$ cat src/rtl/bp_l15_miss_engine.sv
// L1.5 miss engine: cached line fills, uncached loads and stores over the transducer interface.
// Define BP_L15_MISS_ENGINE_INVAL_EN to forward EVICT_REQ returns on the inval port.
module bp_l15_miss_engine #(
   parameter int paddr_width_p = 40,
   parameter int beats_p       = 4,
   parameter int way_width_p   = 3
) (
   input  logic                       clk_i,
   input  logic                       reset_i,
   output logic                       ready_o,
   input  logic                       miss_v_i,
   output logic                       miss_yumi_o,
   input  logic                       uncached_i,
   input  logic                       store_i,
   input  logic [paddr_width_p-1:0]   miss_addr_i,
   input  logic [way_width_p-1:0]     way_i,
   input  logic [1:0]                 size_op_i,
   input  logic [63:0]                store_data_i,
   output logic [4:0]                 transducer_l15_rqtype,
   output logic                       transducer_l15_nc,
   output logic [2:0]                 transducer_l15_size,
   output logic                       transducer_l15_val,
   output logic [39:0]                transducer_l15_address,
   output logic [63:0]                transducer_l15_data,
   output logic [1:0]                 transducer_l15_l1rplway,
   input  logic                       l15_transducer_ack,
   input  logic                       l15_transducer_val,
   input  logic [3:0]                 l15_transducer_returntype,
   input  logic [63:0]                l15_transducer_data_0,
   input  logic [63:0]                l15_transducer_data_1,
   input  logic [11:0]                l15_transducer_inval_address_15_4,
   output logic                       transducer_l15_req_ack,
   output logic                       fill_v_o,
   input  logic                       fill_yumi_i,
   output logic [128*beats_p-1:0]     fill_data_o,
   output logic [paddr_width_p-1:0]   fill_addr_o,
   output logic [way_width_p-1:0]     fill_way_o,
   output logic                       fill_uncached_o,
   output logic                       inval_v_o,
   output logic [11:0]                inval_addr_o,
   input  logic                       inval_yumi_i
);

   localparam int LineOffW = 4 + $clog2(beats_p);
   localparam int LineW    = 128 * beats_p;
   localparam logic [4:0] LoadRq   = 5'b00000;
   localparam logic [4:0] StoreRq  = 5'b00001;
   localparam logic [3:0] LoadRet  = 4'h0;
   localparam logic [3:0] EvictReq = 4'h3;
   localparam logic [3:0] StAck    = 4'h4;
   localparam logic [3:0] IntRet   = 4'h7;
   localparam logic [2:0] Size16   = 3'd7;

   typedef enum logic [2:0] {StReset, StReady, StLdSend, StLdWait, StFill, StStSend, StStWait} state_e;

   state_e             state_q;
   logic [2:0]         cnt_q;
   logic [LineW-1:0]   line_q;
   logic               ready_q, fill_v_q, req_val_q, req_nc_q;
   logic [4:0]         req_rqtype_q;
   logic [2:0]         req_size_q;
   logic [39:0]        req_addr_q;
   logic [63:0]        req_data_q;
   logic [1:0]         req_way_q;

   logic [paddr_width_p-1:0] line_base;
   logic [39:0]        miss_addr40, line_base40;
   logic [2:0]         cnt_inc;
   logic [63:0]        st_data, uc_dword, uc_shift, uc_result;
   logic               ret_v, evict_capture, inval_done, ret_ack, ld_ret, st_ack;

   assign line_base   = {miss_addr_i[paddr_width_p-1:LineOffW], {LineOffW{1'b0}}};
   assign miss_addr40 = 40'(miss_addr_i);
   assign line_base40 = 40'(line_base);
   assign cnt_inc     = cnt_q + 3'd1;

`ifdef BP_L15_MISS_ENGINE_INVAL_EN
   logic        inval_v_q;
   logic [11:0] inval_addr_q;

   // A pending invalidation owns req_ack; the L1.5 holds further returns until it is acked.
   assign ret_v         = l15_transducer_val & ~inval_v_q;
   assign evict_capture = ret_v & (state_q != StReset) & (l15_transducer_returntype == EvictReq);
   assign inval_done    = inval_v_q & inval_yumi_i;
   assign inval_v_o     = inval_v_q;
   assign inval_addr_o  = inval_addr_q;

   always_ff @(posedge clk_i) begin
      if (reset_i) begin
         inval_v_q    <= 1'b0;
         inval_addr_q <= '0;
      end else if (inval_done) begin
         inval_v_q    <= 1'b0;
         inval_addr_q <= '0;
      end else if (evict_capture) begin
         inval_v_q    <= 1'b1;
         inval_addr_q <= l15_transducer_inval_address_15_4;
      end
   end
`else
   logic unused_inval;
   assign unused_inval  = ^{inval_yumi_i, l15_transducer_inval_address_15_4};
   assign ret_v         = l15_transducer_val;
   assign evict_capture = 1'b0;
   assign inval_done    = 1'b0;
   assign inval_v_o     = 1'b0;
   assign inval_addr_o  = '0;
`endif

   assign ret_ack = ret_v & ((state_q == StReset) ? (l15_transducer_returntype == IntRet)
                                                  : ~evict_capture);
   assign ld_ret  = ret_v & (state_q == StLdWait) & (l15_transducer_returntype == LoadRet);
   assign st_ack  = ret_v & (state_q == StStWait) & (l15_transducer_returntype == StAck);

   assign transducer_l15_req_ack = ret_ack | inval_done;
   assign miss_yumi_o = ((state_q == StFill) & fill_yumi_i) | st_ack;

   always_comb begin
      case (size_op_i)
         2'd0:    st_data = {8{store_data_i[7:0]}};
         2'd1:    st_data = {4{store_data_i[15:0]}};
         2'd2:    st_data = {2{store_data_i[31:0]}};
         default: st_data = store_data_i;
      endcase
   end

   always_comb begin
      uc_dword = miss_addr_i[3] ? line_q[127:64] : line_q[63:0];
      uc_shift = uc_dword >> {miss_addr_i[2:0], 3'b000};
      case (size_op_i)
         2'd0:    uc_result = {56'd0, uc_shift[7:0]};
         2'd1:    uc_result = {48'd0, uc_shift[15:0]};
         2'd2:    uc_result = {32'd0, uc_shift[31:0]};
         default: uc_result = uc_shift;
      endcase
   end

   always_ff @(posedge clk_i) begin
      if (reset_i) begin
         state_q      <= StReset;
         cnt_q        <= '0;
         ready_q      <= 1'b0;
         fill_v_q     <= 1'b0;
         req_val_q    <= 1'b0;
         req_rqtype_q <= '0;
         req_nc_q     <= 1'b0;
         req_size_q   <= '0;
         req_addr_q   <= '0;
         req_data_q   <= '0;
         req_way_q    <= '0;
      end else begin
         // Request fields drop to zero once accepted; reloads below take precedence.
         if (req_val_q && l15_transducer_ack) begin
            req_val_q    <= 1'b0;
            req_rqtype_q <= '0;
            req_nc_q     <= 1'b0;
            req_size_q   <= '0;
            req_addr_q   <= '0;
            req_data_q   <= '0;
            req_way_q    <= '0;
         end
         case (state_q)
            StReset: if (ret_ack) begin
               state_q <= StReady;
               ready_q <= 1'b1;
            end
            StReady: if (miss_v_i) begin
               ready_q   <= 1'b0;
               req_val_q <= 1'b1;
               req_nc_q  <= uncached_i;
               req_way_q <= way_i[1:0];
               if (store_i) begin
                  state_q      <= StStSend;
                  req_rqtype_q <= StoreRq;
                  req_size_q   <= {1'b0, size_op_i};
                  req_addr_q   <= miss_addr40;
                  req_data_q   <= st_data;
               end else begin
                  state_q      <= StLdSend;
                  req_rqtype_q <= LoadRq;
                  req_size_q   <= uncached_i ? {1'b0, size_op_i} : Size16;
                  req_addr_q   <= uncached_i ? miss_addr40 : line_base40;
               end
            end
            StLdSend: if (l15_transducer_ack) state_q <= StLdWait;
            StLdWait: if (ld_ret) begin
               for (int b = 0; b < beats_p; b++) begin
                  if (cnt_q == 3'(b)) begin
                     line_q[b*128 +: 128] <= {l15_transducer_data_1, l15_transducer_data_0};
                  end
               end
               cnt_q <= cnt_inc;
               if (uncached_i || cnt_q == 3'(beats_p - 1)) begin
                  state_q  <= StFill;
                  fill_v_q <= 1'b1;
               end else begin
                  state_q      <= StLdSend;
                  req_val_q    <= 1'b1;
                  req_rqtype_q <= LoadRq;
                  req_nc_q     <= 1'b0;
                  req_size_q   <= Size16;
                  req_addr_q   <= line_base40 | 40'({cnt_inc, 4'b0000});
                  req_way_q    <= way_i[1:0];
               end
            end
            StFill: if (fill_yumi_i) begin
               state_q  <= StReady;
               fill_v_q <= 1'b0;
               ready_q  <= 1'b1;
               cnt_q    <= '0;
            end
            StStSend: if (l15_transducer_ack) state_q <= StStWait;
            StStWait: if (st_ack) begin
               state_q <= StReady;
               ready_q <= 1'b1;
            end
            default: state_q <= StReset;
         endcase
      end
   end

   assign ready_o                 = ready_q;
   assign fill_v_o                = fill_v_q;
   assign transducer_l15_val      = req_val_q;
   assign transducer_l15_rqtype   = req_rqtype_q;
   assign transducer_l15_nc       = req_nc_q;
   assign transducer_l15_size     = req_size_q;
   assign transducer_l15_address  = req_addr_q;
   assign transducer_l15_data     = req_data_q;
   assign transducer_l15_l1rplway = req_way_q;

   always_comb begin
      fill_data_o     = '0;
      fill_addr_o     = '0;
      fill_way_o      = '0;
      fill_uncached_o = 1'b0;
      if (fill_v_q) begin
         fill_addr_o     = line_base;
         fill_way_o      = way_i;
         fill_uncached_o = uncached_i;
         if (uncached_i) fill_data_o[63:0] = uc_result;
         else            fill_data_o       = line_q;
      end
   end

endmodule

$ cat config.mk
export PLATFORM = sky130hd
export DESIGN_NAME = bp_l15_miss_engine
export DESIGN_NICKNAME = d
export VERILOG_FILES = /design/src/rtl/bp_l15_miss_engine.sv
export SDC_FILE = /design/constraint.sdc
export NUM_CORES = 1
export LEC_CHECK = 0
export ABC_AREA = 1
export CAP_MARGIN = 30
export CELL_PAD_IN_SITES_DETAIL_PLACEMENT = 0
export CELL_PAD_IN_SITES_GLOBAL_PLACEMENT = 1
export CORE_AREA = 10 10 363 365
export CTS_CLUSTER_SIZE = 20
export DETAILED_ROUTE_END_ITERATION = 8
export DIE_AREA = 0 0 373 375
export PLACE_DENSITY_LB_ADDON = 0.15
export SLEW_MARGIN = 25
export SYNTH_ARGS = -nofsm -noshare
export SYNTH_HDL_FRONTEND = slang
export SYNTH_SLANG_ARGS = --single-unit
$ cat constraint.sdc
create_clock -name clk_i -period 23.4 [get_ports clk_i]
set_input_delay 2.34 -clock clk_i [delete_from_list [all_inputs] [get_ports clk_i]]
set_output_delay 2.34 -clock clk_i [all_outputs]
set_load 0.005 [all_outputs]
==> impl.org <==
** Global routing
- In this run the most used layer during global routing was met2.
- Met1 track demand over resource in global routing :: 23.87%
- The first global-routing pass estimated 208.5 mm of wire.
- Initial antenna violation count :: 13
- The via count of the first global-routing pass came to 24657.
- Largest net degree at the start of global routing :: 228
- Met2 usage in global routing :: 36.53%
- In the global route stage, met3 resource usage came out at 7.512%.
- Global route total overflow :: 0
- Total routing resource utilization after global routing :: 20.75%

** Drt
- After detailed routing, the number of remaining DRC violations is 0.
- In this run the remaining antenna-violating nets after routing total 0.
- In this run, the number of DRC markers left after iteration 0 of detailed routing was 1776.
- Routed wire per std cell :: 26.79 um
- Number of vias in the routed layout :: 25266
- Via/cell ratio :: 4.437
- Before antenna repair, the detailed router went through 7 iterations.
- For this block, the routed nets add up to 152.6 mm of wire.

** STA
- Setup violations remaining at the end of the flow were counted as 0.
- Across all hold checks on the routed design, the worst slack comes to 0.4418 ns.
- Across all setup checks in the final design, the least slack found is 14.74 ns.
- Setup repair after global routing missed its margin :: false
- Endpoints failing hold :: 0
- Final critical-path required period :: 8.660 ns
- Based on the critical path, the design can be clocked at up to 115.5 MHz.
- Setup TNS Final :: 0 ns
- The final number of max-transition violations was 0.
- The final critical path takes up 37.01% of the cycle.
- Relative max-transition margin :: 33.21%
- The clock arrives with 0.04690 ns of skew.
- For the pin with the worst max-slew slack, the measured transition is 1.002 ns.

** Logic synthesis
- The number of different library cells used by synthesis comes to 41.
- Portion of the post-synthesis area used by sequential elements :: 62.62%
- The synthesized design spends more area on one cell type than any other, namely sky130_fd_sc_hd__edfxtp_1.
- Cell types with the largest area share after synthesis :: sky130_fd_sc_hd__edfxtp_1 (54%), sky130_fd_sc_hd__nand2_1 (13%), sky130_fd_sc_hd__dfxtp_1 (8.7%), sky130_fd_sc_hd__nor2_1 (6.6%), sky130_fd_sc_hd__nand3_1 (5.0%)
- Counting flops with an async set or reset pin after synthesis yields a share of 0%.
- Mean cell area of the mapped netlist :: 9.076 um^2
- Yosys printed 0 warnings.
- Area fraction of the dominant cell type after synthesis :: 53.91%
- In this run the cell area of the synthesized design comes to 28520 um^2.
- Among all flip-flop cells after synthesis, the most frequent one is sky130_fd_sc_hd__edfxtp_1.
- Synthesis inferred 636 register bits.
- Number of enable-type register cells in the synthesized netlist :: 512
- Cells after synthesis :: 3142

** CTS
- The number of hold buffers added after CTS was 0.
- Buffers inserted during post-CTS setup optimization :: 0
- TritonCTS clock tree :: done
- Inserted Clock Buffers :: 84
- The clock tree synthesis step divided the H-tree into 3 levels.
- Clock tree synthesis selected as its root buffer the cell sky130_fd_sc_hd__clkbuf_16.
- Clk sink count :: 636
- Longest Clk Path Bufs :: 3
- Number of resized instances in the post-cts repair step :: 0
- At the later pin of the worst-skew pair, clock insertion delay measures 0.68 ns.
- After clock tree synthesis, the clock-pin slew on the worst setup and hold paths is 0.06 ns.

** Die
- The die covers 139900 um^2.
- DIE HEIGHT :: 375 um
- In this run the count of I/O pins placed on the die edge is 951.
- X dimension of the die :: 373 um
- Starting density of the core :: 22.86%
- After floorplanning, the core was sized to cover 124800 um^2.
- Row Count :: 130

** Power and ir drop
- Worst IR drop on VDD :: 0.05338 mV
- The analysis attributes to cell leakage a power of 15.23 nW.
- Power density cells :: 68.06 nW/um^2

** Outcome
- The run finished with clean final reports.

** Setup path
- Kind of critical path :: in -> out
- Critical path, cell by cell :: clkdlybuf4s50_1 > buf_4 > inv_8 > buf_4 > buf_4 > nand2_1 > nor2_1 > clkdlybuf4s50_1
- For this design, the slowest cell found on the critical path is sky130_fd_sc_hd__buf_4.
- The worst setup path is captured at a primary output.
- Worst Setup Start Kind :: input port
- For the worst setup path, the data arrival time is 6.32 ns.
- STA puts the critical path data required time at 21.06 ns.
- Count of buffer and inverter cells on the critical path :: 6
- Critical path peak fanout :: 149
- By instance count, the cell type seen most on the critical path is sky130_fd_sc_hd__buf_4.
- For this run, the slowest stage of the critical path takes 0.83 ns.
- Largest delay share family, worst path :: buffers and inverters

** Hold path
- Class of the tightest hold or removal check :: reg -> reg

** Layout
- Final standard cell area without fillers :: 41820 um^2
- Cells with a size suffix above 1 make up 4.975% of the layout.
- Layout Utilization :: 33.52%
- Final-stage net count :: 4239
- Filler Cells Inserted :: 13132
- From synthesis to final layout, the design area changed by 46.65%.

** Placement
- Timing analysis after detailed placement gives a worst setup slack of 14.70 ns.
- Detailed placement finished with a half-perimeter wire length of 112.6 mm.
- At the end of routability-driven placement, the weighted congestion stood at 0.8508.
- Number of port buffers :: 918
- Instance area after placement :: 39090 um^2

** Job
- The tool flagged a number of max-cap violations equal to 0.
[layer usage]
layer  routed length (um)  up-vias  part of all wire, %
met5                   43        -                0.028
met4                 3234        8                  2.1
met3                13010      131                  8.5
met2                76380      860                   50
met1                59900    12274                   39
li1                     -    11993                    -
[sequential cells by signal, summed over array words and instances (netlist names)]
name / cells
transducer_l15_val: 1
transducer_l15_data: 64
cnt_q: 3
line_q: 512
fill_v_o: 1
transducer_l15_rqtype: 5
transducer_l15_l1rplway: 2
transducer_l15_size: 3
state_q: 3
transducer_l15_address: 40
ready_o: 1
transducer_l15_nc: 1
[layout make-up]
cell class | count | area (um^2) | area share [%]
sequential | 636 | 17860 | 42.70
tap | 1650 | 2064 | 4.937
inverter | 161 | 620.6 | 1.484
antenna | 4 | 10.01 | 0.02393
multi-input combinational | 2137 | 9099 | 21.76
timing repair buffer | 952 | 9504 | 22.73
clock buffer | 102 | 2180 | 5.212
clock inverter | 52 | 484.2 | 1.158
[metrics by stage]
step | total power [mW] | std cells
after global routing | 2.964 | 5692
after CTS | 2.895 | 5688
after global placement | 1.604 | 5534
after floorplan | 1.430 | 3160
after detailed placement | 1.605 | 5534
final | 2.846 | 5694
[worst register-to-register path: cells and delay by family (launching register included)]
kind	cells	cell delay (ns)
buffers and inverters	3	1.11
AND/OR/NAND/NOR	5	1.70
flip-flops	1	0.47
[cell families (layout without fill, tap and decap cells)]
family / after synthesis / after routing / share of synthesized area [%]
and+or+nand+nor: 1818 / 1818 / 25.86
buffers and inverters: 387 / 1267 / 5.818
AOI/OAI and AO/OA: 295 / 295 / 5.476
other: 1 / 23 / 0.01315
DFF: 636 / 636 / 62.62
adders and majority gates: 5 / 5 / 0.2194
[worst paths after layout]
check,start,endpoint,slack (ns),depth (start not counted)
worst max-delay path,uncached_i,fill_data_o[389],14.74,8
worst min-delay path,transducer_l15_rqtype[3],transducer_l15_rqtype[3],0.44,2
worst max register to register,state_q[1],line_q[138],19.74,8
worst min register to register,transducer_l15_rqtype[3],transducer_l15_rqtype[3],0.44,2
[placed cells by master (no fill, tap or decap), types with 18 or more instances in the layout]
cell | netlist | final
sky130_fd_sc_hd__dfxtp_1 | 124 | 123
sky130_fd_sc_hd__clkbuf_16 | 0 | 84
sky130_fd_sc_hd__nand3_1 | 284 | 284
sky130_fd_sc_hd__clkinv_2 | 1 | 20
sky130_fd_sc_hd__clkinv_1 | 2 | 18
sky130_fd_sc_hd__inv_1 | 150 | 146
sky130_fd_sc_hd__clkdlybuf4s50_1 | 0 | 914
sky130_fd_sc_hd__nor2_1 | 503 | 501
sky130_fd_sc_hd__conb_1 | 1 | 19
sky130_fd_sc_hd__o21ai_1 | 61 | 61
sky130_fd_sc_hd__edfxtp_1 | 512 | 512
sky130_fd_sc_hd__nand2_1 | 993 | 993
sky130_fd_sc_hd__buf_4 | 24 | 30
sky130_fd_sc_hd__o211ai_1 | 20 | 20
sky130_fd_sc_hd__o21ai_0 | 78 | 78
sky130_fd_sc_hd__a21oi_1 | 121 | 121
[cells in the mapped netlist, drive strengths merged, types with 5 or more instances]
| master | count |
|---|---|
| a21oi | 121 |
| a22o | 5 |
| buf | 92 |
| clkbuf | 134 |
| dfxtp | 124 |
| edfxtp | 512 |
| ha | 5 |
| inv | 158 |
| nand2 | 996 |
| nand3 | 294 |
| nand4 | 6 |
| nor2 | 508 |
| o211ai | 20 |
| o21ai | 139 |
| o22ai | 5 |
[where the power goes]
group	internal, mW	switching [mW]
clock	0.726	0.543
combinational	0.127	0.184
sequential	1.25	0.0182
(Power assumes the default switching activity.)
